===== config.mk =====
export PLATFORM = sky130hd
export DESIGN_NAME = serial_tx_flat
export DESIGN_NICKNAME = d
export VERILOG_FILES = /design/src/rtl/serial_tx_if.sv /design/src/rtl/serial_tx.sv /design/src/flat_wrapper.sv
export SDC_FILE = /design/constraint.sdc
export NUM_CORES = 1
export LEC_CHECK = 0
export BUFFER_PORTS_ARGS = -buffer_cell sky130_fd_sc_hd__clkbuf_2
export CAP_MARGIN = 30
export CORE_MARGIN = 5
export CORE_UTILIZATION = 40
export CTS_CLUSTER_DIAMETER = 150
export DETAILED_ROUTE_END_ITERATION = 6
export HOLD_SLACK_MARGIN = 0.15
export PLACE_DENSITY_LB_ADDON = 0.05
export SLEW_MARGIN = 20
export SYNTH_ARGS = -nofsm -noshare
export SYNTH_HDL_FRONTEND = slang
export SYNTH_SLANG_ARGS = --single-unit
export TNS_END_PERCENT = 30

===== constraint.sdc =====
create_clock -name C -period 2.3 [get_ports C]
set_input_delay 0.46 -clock C [delete_from_list [all_inputs] [get_ports C]]
set_output_delay 0.46 -clock C [all_outputs]
set_load 0.05 [all_outputs]

===== src/rtl/serial_tx_if.sv =====
// rtl/serial_tx_if.sv - payload handshake and serial line bundle for serial_tx
interface serial_tx_if #(
  parameter int DATA_W = 8
);
  logic [DATA_W-1:0] D;
  logic              V;
  logic              RDY;
  logic              TX;
  logic              BUSY;

  modport master (output D, output V, input RDY, input TX, input BUSY);
  modport slave  (input D, input V, output RDY, output TX, output BUSY);
endinterface


===== src/rtl/serial_tx.sv =====
// rtl/serial_tx.sv - bit-serial UART-style transmitter, LSB first, registered outputs
module serial_tx #(
  parameter int DATA_W       = 8,
  parameter int CLKS_PER_BIT = 4,
  parameter int STOP_BITS    = 1,
  parameter int PARITY_EN    = 0
) (
  input  logic        C,
  input  logic        R,
  serial_tx_if.slave  bus
);

  localparam int BAUD_W  = (CLKS_PER_BIT > 1) ? $clog2(CLKS_PER_BIT) : 1;
  localparam int CNT_MAX = (DATA_W > STOP_BITS) ? DATA_W : STOP_BITS;
  localparam int BIT_W   = (CNT_MAX > 1) ? $clog2(CNT_MAX) : 1;

  localparam logic [BAUD_W-1:0] BAUD_LAST = BAUD_W'(CLKS_PER_BIT - 1);
  localparam logic [BIT_W-1:0]  DATA_LAST = BIT_W'(DATA_W - 1);
  localparam logic [BIT_W-1:0]  STOP_LAST = BIT_W'(STOP_BITS - 1);

  typedef enum logic [2:0] {
    S_IDLE,
    S_START,
    S_DATA,
    S_PARITY,
    S_STOP
  } state_e;

  state_e            state_q, state_d;
  logic [BAUD_W-1:0] baud_q, baud_d;
  logic [BIT_W-1:0]  bit_q, bit_d;
  logic [DATA_W-1:0] shift_q, shift_d;
  logic              par_q, par_d;
  logic              tx_q, tx_d;
  logic              rdy_q, rdy_d;
  logic              busy_q, busy_d;
  logic              baud_last;

  // With CLKS_PER_BIT=1 the counter stays 0 and every cycle is a bit boundary
  assign baud_last = (baud_q == BAUD_LAST);

  // Next state, counters, shifter and the value TX shows after the coming edge
  always_comb begin
    state_d = state_q;
    baud_d  = baud_q;
    bit_d   = bit_q;
    shift_d = shift_q;
    par_d   = par_q;
    tx_d    = tx_q;
    rdy_d   = rdy_q;
    busy_d  = busy_q;

    if (state_q != S_IDLE) begin
      baud_d = baud_last ? '0 : baud_q + 1'b1;
    end

    case (state_q)
      S_IDLE: begin
        baud_d = '0;
        bit_d  = '0;
        tx_d   = 1'b1;
        if (bus.V && rdy_q) begin
          shift_d = bus.D;
          par_d   = ^bus.D;
          state_d = S_START;
          rdy_d   = 1'b0;
          busy_d  = 1'b1;
          tx_d    = 1'b0;
        end
      end

      S_START: begin
        if (baud_last) begin
          state_d = S_DATA;
          bit_d   = '0;
          tx_d    = shift_q[0];
        end
      end

      S_DATA: begin
        if (baud_last) begin
          shift_d = shift_q >> 1;
          if (bit_q == DATA_LAST) begin
            bit_d = '0;
            if (PARITY_EN != 0) begin
              state_d = S_PARITY;
              tx_d    = par_q;
            end else begin
              state_d = S_STOP;
              tx_d    = 1'b1;
            end
          end else begin
            bit_d = bit_q + 1'b1;
            tx_d  = shift_d[0];
          end
        end
      end

      S_PARITY: begin
        if (baud_last) begin
          state_d = S_STOP;
          bit_d   = '0;
          tx_d    = 1'b1;
        end
      end

      S_STOP: begin
        tx_d = 1'b1;
        if (baud_last) begin
          if (bit_q == STOP_LAST) begin
            state_d = S_IDLE;
            bit_d   = '0;
            rdy_d   = 1'b1;
            busy_d  = 1'b0;
          end else begin
            bit_d = bit_q + 1'b1;
          end
        end
      end

      default: begin
        state_d = S_IDLE;
        baud_d  = '0;
        bit_d   = '0;
        tx_d    = 1'b1;
        rdy_d   = 1'b1;
        busy_d  = 1'b0;
      end
    endcase
  end

  // State and datapath registers; reset abandons any frame in flight
  always_ff @(posedge C) begin
    if (R) begin
      state_q <= S_IDLE;
      baud_q  <= '0;
      bit_q   <= '0;
      shift_q <= '0;
      par_q   <= 1'b0;
      tx_q    <= 1'b1;
      rdy_q   <= 1'b1;
      busy_q  <= 1'b0;
    end else begin
      state_q <= state_d;
      baud_q  <= baud_d;
      bit_q   <= bit_d;
      shift_q <= shift_d;
      par_q   <= par_d;
      tx_q    <= tx_d;
      rdy_q   <= rdy_d;
      busy_q  <= busy_d;
    end
  end

  assign bus.TX   = tx_q;
  assign bus.RDY  = rdy_q;
  assign bus.BUSY = busy_q;

endmodule

===== src/flat_wrapper.sv =====
// flat-port wrapper written by rule: the top's interface ports become plain ports
module serial_tx_flat 
#(
  parameter int DATA_W       = 8,
  parameter int CLKS_PER_BIT = 4,
  parameter int STOP_BITS    = 1,
  parameter int PARITY_EN    = 0
)
  (C, R, bus_D, bus_V, bus_RDY, bus_TX, bus_BUSY);
  serial_tx_if #(.DATA_W(DATA_W)) bus_i ();
  input  logic C;
  input  logic R;
  input wire logic [$bits(bus_i.D)-1:0] bus_D;
  input wire logic [$bits(bus_i.V)-1:0] bus_V;
  output wire logic [$bits(bus_i.RDY)-1:0] bus_RDY;
  output wire logic [$bits(bus_i.TX)-1:0] bus_TX;
  output wire logic [$bits(bus_i.BUSY)-1:0] bus_BUSY;
  assign bus_i.D = bus_D;
  assign bus_i.V = bus_V;
  assign bus_RDY = bus_i.RDY;
  assign bus_TX = bus_i.TX;
  assign bus_BUSY = bus_i.BUSY;
  serial_tx #(.DATA_W(DATA_W), .CLKS_PER_BIT(CLKS_PER_BIT), .STOP_BITS(STOP_BITS), .PARITY_EN(PARITY_EN)) u_core (.C(C), .R(R), .bus(bus_i));
endmodule

After elaboration in Yosys (flattened, before gate mapping) --
Cells that the tools add are included.
Word-level totals: bits in registers 19, output and inout bits 3
Operators by class: add/sub/neg operators 2, eq/ne operators 14, muxes and demuxes 32, bitwise operators 2, reductions and logical operators 14
Operator list (number):
- 3-bit two-way mux | 12
- 8-bit two-way mux | 2
- 2-bit by 1-bit != test with 1-bit output (second input constant) | 8
- 8-bit case mux with 2 select lines | 1
- 3-bit case mux with 5 select lines | 1
- 1-bit two-way mux | 11
- 3-bit case mux with 3 select lines | 1
- 3-bit AND reduction | 3
- 7-bit AND reduction | 1
- 3-bit by 2-bit == test with 1-bit output (second input constant) | 2
- 3-bit == test (second input constant) | 2
- 3-bit zero test | 2
- 1-bit case mux with 3 select lines | 2
- 1-bit case mux with 4 select lines | 1
- 4-bit AND reduction | 1
- 2-bit OR reduction | 2
- 4-bit OR reduction | 1
- 3-bit by 1-bit adder with 3-bit output (second input constant) | 1
- 3-bit by 1-bit == test with 1-bit output (second input constant) | 1
- 3-bit nonzero test | 1
- 3-bit OR reduction | 1
- 2-bit by 1-bit adder with 2-bit output (second input constant) | 1
- 2-bit == test (second input constant) | 1
- 2-bit two-way mux | 1
- 3 further kinds | 4

Longest topological paths before layout --
word-level depth 4, mapped depth 7, mapped depth without buffers 6

Worst setup path after synthesis --
OpenSTA, ideal clock, no wires.
path type register to register, from register u_core.rdy_q (netlist: u_core.bus.RDY), to register u_core.shift_q[1], library setup time 0.086 ns, data arrival time 1.641 ns, required time 2.214 ns, setup slack 0.574 ns, stages on the path, launching flop included 6, cells stage by stage dfxtp_1 > nand3b_1 > a211oi_4 > buf_6 > nor2_1 > a211oi_1
On the way: word-level cells in the longest chain between the ends 3
Ends and longest elaborated chain:
- from (decl) | line serial_tx.sv:35 | logic rdy_q, rdy_d;
- from (signal assigned) | line serial_tx.sv:150 | rdy_q <= rdy_d;
- 1-bit logical AND | line serial_tx.sv:62 | if (bus.V && rdy_q) begin
- 2-bit by 1-bit != test with 1-bit output (no line)
- 3-bit AND reduction (no line)
- to (signal assigned) | line serial_tx.sv:147 | shift_q <= shift_d;
- to (decl) | line serial_tx.sv:32 | logic [DATA_W-1:0] shift_q, shift_d;
No other way between the ends. A chain may end at the register's enable or synchronous reset.

Worst setup path in the final report --
from register u_core.bit_q[0], to register u_core.bit_q[0]
On the way: word-level cells in the longest chain between the ends 4, elaborated cells on any way between the ends 8
Ends and longest elaborated chain:
- from (decl) | line serial_tx.sv:31 | logic [BIT_W-1:0] bit_q, bit_d;
- from (signal assigned) | line serial_tx.sv:146 | bit_q <= bit_d;
- 3-bit by 1-bit adder with 3-bit output, or another cell as far along | line serial_tx.sv:93, serial_tx.sv:116
- 3-bit two-way mux (on tied branches) | line serial_tx.sv:110, serial_tx.sv:83
- 3-bit two-way mux (on tied branches) | line serial_tx.sv:109, serial_tx.sv:81
- 3-bit case mux with 3 select lines * | line serial_tx.sv:57 | case (state_q)
Every way passes the cells marked *; elsewhere a longest branch is shown, timed or not. The select of a mux whose other input is x is not followed.

==> impl_metrics.env <==
export IMPL_status="finished clean"
export IMPL_intPower_mw=0.4641
export IMPL_path_clk_slew_ns=0.11
export IMPL_area_delta_synth_final_pct=9.306
export IMPL_ctsResizeCount=0
export IMPL_die_area_mm2=0.003625
export IMPL_postCtsSetupBuffers=0
export IMPL_hold_depth=1
export IMPL_hold_buffers=0
export IMPL_num_nets_final=140
export IMPL_crit_path_end_kind="register"
export IMPL_ant_nets=0
export IMPL_clock_path_buffers=2
export IMPL_cts_root_buf="clkbuf_4"
export IMPL_core_mm2=0.002455
export IMPL_grt_usage_pct=12.44
export IMPL_rsz0062_at_grt="no"
export IMPL_antennaDiodeCount=0
export IMPL_grt_pass1_vias=783
export IMPL_antenna_found_initial=0
export IMPL_synth_seq_cells=19
export IMPL_drt_iter0_markers=24
export IMPL_htree_levels=1
export IMPL_drc=0
export IMPL_irDropWorstVdd_v=0.0003173
export IMPL_tightest_slew_ns=0.6083
export IMPL_critPathSlowestCell="or4_1"
export IMPL_worst_clock_skew_ns=0.002494
export IMPL_p_sw_share_pct=30.30
export IMPL_syn_area_mm2=0.001008
export IMPL_p_sw_mw=0.2018
export IMPL_slew_headroom_pct=59.32
export IMPL_clock_latency_ns=0.30
export IMPL_netlist_area_leader_share_pct=37.72
export IMPL_layout_setup_ws_ns=0.4288
export IMPL_wl_um=1940
export IMPL_cp_common_cell="ha_1"
export IMPL_regArea_um2=380.4
export IMPL_period_minus_slack_ns=1.871
export IMPL_power_leakage_nw=0.3996
export IMPL_worstHoldStart="u_core.baud_q[0]"
export IMPL_rrSetupSlack_ns=0.43
export IMPL_pwr_share_clk_pct=26.6
export IMPL_final_fill_count=250
export IMPL_hold_viol=0
export IMPL_timing_fmax_mhz=534.4
export IMPL_wire_per_inst_um=12.60
export IMPL_worstPathCellList="ha_1 -> ha_1 -> nor3b_2 -> o21ba_1 -> or4_1 -> a21oi_1"
export IMPL_reg2regPathDepth=6
export IMPL_startpoint_type="register"
export IMPL_grt_max_degree=20
export IMPL_fin_crit_sh_pct=81.36
export IMPL_drv_slew=0
export IMPL_total_power_mw=0.6659
export IMPL_setup_viol=0
export IMPL_portBuffers=13
export IMPL_crit_fanout=4
export IMPL_ios=14
export IMPL_final_layout_size_suffix_gt1_share_pct=19.35
export IMPL_combPwrFrac_pct=17.2
export IMPL_synth_cell_types=33
export IMPL_synth_seq_area_share_pct=37.72
export IMPL_tns_ns=0
export IMPL_start_util_pct=41.08
export IMPL_crit_type="reg -> reg"
export IMPL_netlist_top_cells_area="dfxtp_1, mux2i_1, a211oi_1"
export IMPL_syn_nets=128
export IMPL_rows=18
export IMPL_cts_buffers=3
export IMPL_grt_pass1_wl_um=3429
export IMPL_cp_arrival_ns=2.11
export IMPL_required_ns=2.54
export IMPL_dr_pass1_iters=4
export IMPL_hpwl_um=1403
export IMPL_timing_rr_start="u_core.bit_q[0]"
export IMPL_cts_sinks=19
export IMPL_power_share_sequential_pct=56.2
export IMPL_reg2reg_to="u_core.bit_q[0]"
export IMPL_die_x_um=60.21
export IMPL_multi_input_area_um2=559.3
export IMPL_tritoncts="done"
export IMPL_die_h_um=60.21
export IMPL_grt_overflow_total=0
export IMPL_power_density_mw_per_mm2=604.1
export IMPL_critPathMaxStageDelay_ns=0.47
export IMPL_hold_end="u_core.baud_q[0]"
export IMPL_syn_avg_cell_area_um2=8.924
export IMPL_hold_path_class="reg -> reg"
export IMPL_synthCells=113
export IMPL_place_congestion=0.7935
export IMPL_cap_viol_max_count=0
export IMPL_yosys_area_top_type="dfxtp_1"
export IMPL_dpl_worst_slack_ns=0.4561
export IMPL_vias_per_cell=5.195
export IMPL_yosysWarnings=0
export IMPL_routed_via_count=800
[registers in the layout (all words and copies together) (netlist names)]
signal,cells
u_core.bit_q,3
u_core.bus.TX,1
u_core.bus.RDY,1
u_core.bus.BUSY,1
u_core.state_q,3
u_core.baud_q,2
u_core.shift_q,8
[cells in the mapped netlist]
cell / n
nand2_2: 1
buf_4: 2
o2111ai_1: 2
buf_1: 1
nor3b_2: 1
nor4_1: 1
inv_1: 4
dfxtp_1: 19
or3_4: 1
nand2b_1: 1
a211oi_4: 1
a21oi_1: 7
nor2b_1: 3
a41oi_1: 1
nand3b_1: 1
clkbuf_1: 2
nand3b_2: 1
o21ba_1: 1
ha_1: 4
o21bai_1: 1
a311oi_1: 1
buf_2: 1
nor2_1: 13
a211oi_1: 10
mux2i_1: 8
nand2_1: 8
a21o_1: 1
o21ai_0: 6
nand3_1: 1
buf_6: 2
nor3_1: 3
nor3b_1: 3
or4_1: 1
[critical path, delay by kind of cell, from the launching register on]
kind / cells / cell delay [ns]
compound gates: 2 / 0.33
fa+ha+maj: 2 / 0.41
flops: 1 / 0.35
simple gates: 2 / 0.72
[power groups by stage]
stage | Clock, mW | Combinational (mW) | Sequential (mW)
after floorplan | 0 | 0.0792 | 0.391
after global placement | 0 | 0.115 | 0.382
after detailed placement | 0 | 0.116 | 0.382
after CTS | 0.183 | 0.116 | 0.375
after global routing | 0.203 | 0.128 | 0.379
final | 0.177 | 0.115 | 0.374
[cell usage in the layout, fill, tap and decap left out]
| cell | instances |
|---|---|
| nand3b_1 | 1 |
| nor3_1 | 3 |
| nand3b_2 | 1 |
| clkbuf_2 | 13 |
| nor4_1 | 1 |
| nor2b_1 | 3 |
| nor3b_2 | 1 |
| o21bai_1 | 1 |
| a211oi_4 | 1 |
| a211oi_1 | 10 |
| buf_4 | 2 |
| a311oi_1 | 1 |
| clkbuf_4 | 3 |
| o21ba_1 | 1 |
| or3_4 | 1 |
| nand2b_1 | 1 |
| a41oi_1 | 1 |
| nand2_1 | 8 |
| nor3b_1 | 3 |
| nand3_1 | 1 |
| nand2_2 | 1 |
| clkinvlp_4 | 1 |
| o21ai_0 | 6 |
| dfxtp_1 | 19 |
| a21oi_1 | 7 |
| o2111ai_1 | 2 |
| ha_1 | 4 |
| or4_1 | 1 |
| mux2i_1 | 8 |
| a21o_1 | 1 |
| inv_1 | 4 |
| nor2_1 | 13 |
[layer usage]
metal | track usage (%) | up-vias | share of wire, %
li1 | - | 427 | -
met1 | 17.69 | 360 | 54
met2 | 17.28 | 11 | 41
met3 | 2.592 | 2 | 3.9
met4 | 6.646 | 0 | 1.1
met5 | 0 | - | 0
[per-stage QoR]
step / instance area, um^2 / hold slack, ns / std cells / utilization, %
floorplan: 1008 / 0.4045 / 113 / -
global placement: 1072 / 0.4104 / 150 / 43.68
detailed placement: 1072 / 0.4176 / 150 / 43.68
CTS: 1102 / 0.4421 / 154 / 44.90
global route: 1102 / 0.4698 / 154 / 44.90
finish: 1102 / 0.4507 / 154 / 44.90
[cells by family (layout without fill, tap and decap cells)]
family / Yosys count / after routing / synth area share, %
AO/OA/AOI/OAI: 31 / 31 / 21.84
adder cells (fa/ha/maj): 4 / 4 / 4.963
buffers and inverters: 12 / 23 / 6.822
flip-flops: 19 / 19 / 37.72
multiplexers: 8 / 8 / 7.941
AND/OR/NAND/NOR: 39 / 39 / 20.72
[final cells by class]
type	instances	area share (%)
sequential	19	34.51
inverter	4	1.362
clock buffer	3	2.043
tap	30	3.405
timing repair buffer	15	7.264
clock inverter	1	0.6810
multi-input combinational	82	50.74
[worst max path at each step]
| stage | depth (start not counted) | startpoint | endpoint | slack (ns) |
|---|---|---|---|---|
| after floorplan | 5 | u_core.bus.RDY | u_core.shift_q[1] | 0.57 |
| after detailed placement | 6 | u_core.bit_q[0] | u_core.bit_q[0] | 0.46 |
| after global placement | 6 | u_core.bit_q[0] | u_core.bit_q[0] | 0.49 |
| after CTS | 6 | u_core.bit_q[0] | u_core.bit_q[0] | 0.42 |
| final | 6 | u_core.bit_q[0] | u_core.bit_q[0] | 0.43 |
| after global routing | 5 | u_core.baud_q[0] | u_core.shift_q[2] | 0.27 |
Power figures use the tool's default switching activity.
